===== config.mk =====
export PLATFORM = sky130hd
export DESIGN_NAME = instr_fetcher
export DESIGN_NICKNAME = d
export VERILOG_FILES = /design/src/rtl/instr_fetcher.sv
export SDC_FILE = /design/constraint.sdc
export NUM_CORES = 1
export LEC_CHECK = 0
export BUFFER_PORTS_ARGS = -buffer_cell sky130_fd_sc_hd__clkbuf_2
export CORE_UTILIZATION = 40
export CTS_BUF_LIST = sky130_fd_sc_hd__clkbuf_4 sky130_fd_sc_hd__clkbuf_8 sky130_fd_sc_hd__clkbuf_16
export CTS_CLUSTER_DIAMETER = 200
export DETAILED_ROUTE_END_ITERATION = 16
export PLACE_DENSITY = 0.7
export SLEW_MARGIN = 20
export SYNTH_ARGS = -nofsm -noshare
export SYNTH_HDL_FRONTEND = slang
export SYNTH_SLANG_ARGS = --single-unit

===== constraint.sdc =====
create_clock -name clk -period 4 [get_ports clk]
set_input_delay 0.2 -clock clk [delete_from_list [all_inputs] [get_ports clk]]
set_output_delay 0.2 -clock clk [all_outputs]
set_load 0.1 [all_outputs]

===== src/rtl/instr_fetcher.sv =====
// Instruction fetch stage: one-outstanding icache requester with a 2-bit BHT
// branch predictor feeding a single-entry output register toward the decoder.
module instr_fetcher #(
  parameter logic [31:0] RESET_PC  = 32'h0,
  parameter int          BHT_IDX_W = 4
) (
  input  logic        clk,
  input  logic        rst,
  input  logic        rdy,
  output logic        icache_req,
  output logic [31:0] icache_addr,
  input  logic        icache_valid,
  input  logic [31:0] icache_data,
  output logic [31:0] instr,
  output logic [31:0] instr_pc,
  output logic        instr_valid,
  output logic        is_jump_instr,
  output logic        jump_prediction,
  input  logic        stall_IF,
  input  logic        rob_flush,
  input  logic [31:0] rob_target_pc,
  input  logic        br_update,
  input  logic [31:0] br_pc,
  input  logic        br_taken
);

  localparam int BHT_N = 1 << BHT_IDX_W;
  localparam logic [6:0] OP_JAL    = 7'b1101111;
  localparam logic [6:0] OP_JALR   = 7'b1100111;
  localparam logic [6:0] OP_BRANCH = 7'b1100011;

  typedef enum logic [1:0] {FETCH, WAIT, DISCARD} state_e;

  state_e      state_q;
  logic [31:0] pc_q;
  logic [31:0] instr_q;
  logic [31:0] instr_pc_q;
  logic        instr_valid_q;
  logic        is_jump_q;
  logic        pred_q;
  logic [1:0]  bht_q [BHT_N];

  logic [31:0] nextPc_d;
  logic        isJump_d;
  logic        predTaken_d;
  logic [31:0] jImm;
  logic [31:0] bImm;
  logic [1:0]  bhtCtr;
  logic        handoff;
  logic        issueReq;
  logic [BHT_IDX_W-1:0] brIdx;
  logic        unusedBrPc;

  assign handoff  = instr_valid_q & ~stall_IF;
  assign issueReq = (state_q == FETCH) & rdy & ~rst & ~rob_flush
                    & (~instr_valid_q | ~stall_IF);
  assign brIdx      = br_pc[BHT_IDX_W+1:2];
  assign unusedBrPc = ^{br_pc[31:BHT_IDX_W+2], br_pc[1:0]};

  assign icache_req      = issueReq;
  assign icache_addr     = pc_q;
  assign instr           = instr_q;
  assign instr_pc        = instr_pc_q;
  assign instr_valid     = instr_valid_q;
  assign is_jump_instr   = is_jump_q;
  assign jump_prediction = pred_q;

  // Predecode the returning word against the PC it was fetched from.
  always_comb begin
    jImm   = {{11{icache_data[31]}}, icache_data[31], icache_data[19:12],
              icache_data[20], icache_data[30:21], 1'b0};
    bImm   = {{19{icache_data[31]}}, icache_data[31], icache_data[7],
              icache_data[30:25], icache_data[11:8], 1'b0};
    bhtCtr      = bht_q[pc_q[BHT_IDX_W+1:2]];
    isJump_d    = 1'b0;
    predTaken_d = 1'b0;
    nextPc_d    = pc_q + 32'd4;
    case (icache_data[6:0])
      OP_JAL: begin
        isJump_d    = 1'b1;
        predTaken_d = 1'b1;
        nextPc_d    = pc_q + jImm;
      end
      OP_JALR: isJump_d = 1'b1;
      OP_BRANCH: begin
        isJump_d = 1'b1;
        if (bhtCtr[1]) begin
          predTaken_d = 1'b1;
          nextPc_d    = pc_q + bImm;
        end
      end
      default: ;
    endcase
  end

  always_ff @(posedge clk) begin
    if (rst) begin
      state_q       <= FETCH;
      pc_q          <= RESET_PC;
      instr_q       <= 32'h0;
      instr_pc_q    <= 32'h0;
      instr_valid_q <= 1'b0;
      is_jump_q     <= 1'b0;
      pred_q        <= 1'b0;
    end else if (rdy) begin
      if (handoff) instr_valid_q <= 1'b0;
      if (rob_flush) begin
        // A flush while a response is still owed must swallow that response.
        pc_q          <= rob_target_pc;
        instr_valid_q <= 1'b0;
        if (state_q != FETCH && !icache_valid) state_q <= DISCARD;
        else                                   state_q <= FETCH;
      end else begin
        case (state_q)
          FETCH: if (issueReq) state_q <= WAIT;
          WAIT: if (icache_valid) begin
            instr_q       <= icache_data;
            instr_pc_q    <= pc_q;
            instr_valid_q <= 1'b1;
            is_jump_q     <= isJump_d;
            pred_q        <= predTaken_d;
            pc_q          <= nextPc_d;
            state_q       <= FETCH;
          end
          DISCARD: if (icache_valid) state_q <= FETCH;
          default: state_q <= FETCH;
        endcase
      end
    end
  end

  // Saturating counters; same-cycle lookups see the value before this update.
  always_ff @(posedge clk) begin
    if (rst) begin
      for (int i = 0; i < BHT_N; i++) bht_q[i] <= 2'b01;
    end else if (rdy && br_update) begin
      if (br_taken) begin
        if (bht_q[brIdx] != 2'b11) bht_q[brIdx] <= bht_q[brIdx] + 2'b01;
      end else begin
        if (bht_q[brIdx] != 2'b00) bht_q[brIdx] <= bht_q[brIdx] - 2'b01;
      end
    end
  end

endmodule


==> reports/results.ini <==
[run_status]
outcome = complete, no violations

[logic_synthesis]
avgSynthCellArea_sq_um = 7.91
syn-num-nets = 1372
yosysWarnings = 0
ys.flop_type = dfxtp_1
async_reset_ff_share_pct = 0
synthesis.area_sq_um = 9650
synth_edf_count = 32
seq_area_frac_synth_pct = 31.7
synthCells = 1220
ys_types = 80
ys_ff_latch = 137

[pwr]
switching_share_pct = 28.3
p_comb_share_pct = 17.3
clkPwrFrac_pct = 46.2
switchingPower_mw = 1.13
p_leak_nw = 4.69
internal_power_mw = 2.88
ir_drop_mv = 0.279
finalPower_mw = 4.01
powerDensity_nw_per_um2 = 345
seqPwrFrac_pct = 36.5

[floorplan]
io_pins = 204
initial_core_util_pct = 41.0
dieWidth_um = 157
fp.coreArea_sq_um = 23500
dieArea_sq_um = 24700
num_rows = 56
fp.dieH_um = 157

[min_path]
holdPathEnd = instr[21]$_SDFFE_PP0P_
whs_path_depth = 3
hp-class = input port to flop
hp-start = icache_data[21]

[timing]
totalNegativeSetupSlack_ns = 0
period_minus_slack_ns = 3.66
slew_viol_final = 0
fmax_ghz = 0.273
finalClockSkew_ns = 0.0172
hold_viol = 0
finalCritPeriodShare_pct = 91.5
final-setup-viol-count = 0
worst_slew_pin_slew_ns = 0.912
rsz0062_at_grt = no
slew_headroom_pct = 39.2
whs_ns = 0.00638

[cells_and_area]
final_area_sq_um = 11600
antenna_cells = 0
final_cells = 1705
mostFrequentLayoutCells = nand2_1 (248), clkbuf_2 (174), a21oi_1 (139)
layout_commonest_cell = nand2_1
fin_nets = 1525
drive_above_1_share_pct = 20.3
area_delta_synth_final_pct = 20.4

[cts]
htreeDepth = 4
clock-sinks = 137
clockRootBuffer = clkbuf_16
cts_buffers = 17
clockBufferDepth = 2
path_clk_slew_ns = 0.06
cts_tree = built
insertion_delay_ns = 0.43

[routing]
wl_um = 33900
drtPass1Iterations = 6
vias = 10200
routedWlPerCell_um = 19.9
drc_errors = 0
viasPerCell = 5.98
antenna_left = 0
drt_iter0_drc = 838

[global_route]
grtUsageTotal_pct = 27.1
grt_max_degree = 63
grt_pass1_wl_um = 51600
antenna_found_initial = 0
grt.overflow.total = 0
grt_pass1_vias = 9332

[setup_path]
worstSetupPathType = flop to flop
required_ns = 4.31
ff2ff_path_depth = 9
worstReg2RegStart = icache_addr[7]$_SDFFE_PP0P_
cp-startpoint = icache_addr[7]$_SDFFE_PP0P_
reg2reg_slack_ns = 0.34
end_kind = flop
start_kind = flop
r2r-end = icache_addr[30]$_SDFFE_PP0P_
critPathArrivalTime_ns = 3.97
worst-path-max-fanout = 7

[placed_design]
hpwl_um = 24300
placedCellCount = 1671
place_congestion = 0.939
dpl_cell_area_sq_um = 10900
portBuffers = 175

[flow_run]
maxCapViolCount = 0

## worst max path at each step
stage          slack [ns]                           end  cells past startpoint
3_5_place_dp         0.51  icache_addr[30]$_SDFFE_PP0P_                      9
2_1_floorplan        0.18  icache_addr[30]$_SDFFE_PP0P_                     10
6_report             0.34  icache_addr[30]$_SDFFE_PP0P_                      9
5_1_grt              0.21  icache_addr[30]$_SDFFE_PP0P_                      9
3_3_place_gp         0.52  icache_addr[30]$_SDFFE_PP0P_                     10
4_1_cts              0.47  icache_addr[30]$_SDFFE_PP0P_                      9
## cells by family after synthesis
group,Yosys count,share of synthesized area [%]
flops,137,31.7
mux,30,5.02
compound gates,373,25.5
fa+ha+maj,48,6.38
simple gates,484,22.9
buf+inv,97,3.88
xor+xnor,51,4.63
## flip-flops by register name (all words and copies together), names as in the netlist, named ones only
register	cells
is_jump_instr	1
jump_prediction	1
instr_valid	1
state_q	2
bht_q	32
instr_pc	32
instr	32
icache_addr	32
## layer usage
metal  GRT usage, %  vias up  routed length, um
met2           44.3      458              15700
met3           5.26       61               2760
li1               -     4824                  -
met1           35.5     4854              14500
met4           9.52        0                882
met5              0        -                  0
## power groups by stage
stage / clock network (mW) / logic, mW / registers, mW
after floorplan: 0 / 0.389 / 1.58
after global routing: 1.92 / 0.746 / 1.47
after detailed placement: 0 / 0.679 / 1.49
after global placement: 0 / 0.671 / 1.49
after CTS: 1.86 / 0.684 / 1.46
final: 1.85 / 0.692 / 1.46
## critical path, stage by stage, from the launching register on
cell and delay (ns):
dfxtp_1 0.48, ha_1 0.36, a21oi_1 0.29, o21ai_0 0.21, or3_1 0.42, o211a_1 0.25
a2111oi_0 0.62, o21bai_2 0.32, mux2_1 0.36, o31a_1 0.24
## synth_stat cells, drive strengths merged (25+ instances only)
master  number  share of area, %
xnor2       27               2.5
edfxtp      32                10
ha          46               6.0
a21o        25               1.9
dfxtp      105                22
clkbuf      65               2.5
nand2      248               9.6
nor3        26               1.3
nand3       30               1.6
a221oi      27               2.5
nor2        85               3.3
a21oi      141               7.4
o21ai       52               2.7
## area by class of cell
type	count	area [sq um]
Clock inverter	11	220
Timing Repair Buffer	213	1180
Tap cell	319	399
Inverter	18	67.6
Fill cell	2320	11900
Sequential cell	137	3060
Multi-Input combinational cell	986	6230
Clock buffer	21	462
## what timing repair did
| item | 4_1_cts | 5_1_grt |
|---|---|---|
| resized for setup | 0 | 0 |
| hold endpoints to repair | 2 | 0 |
| hold buffers | 2 | 0 |
| setup buffers | 0 | 0 |
## through the flow
| step | setup slack (ns) | utilization, % |
|---|---|---|
| after floorplan | 0.185 | - |
| after global placement | 0.523 | 46.4 |
| after detailed placement | 0.511 | 46.4 |
| after CTS | 0.469 | 49.4 |
| after global routing | 0.207 | 49.4 |
| final | 0.340 | 49.4 |
Power figures use the tool's default switching activity.
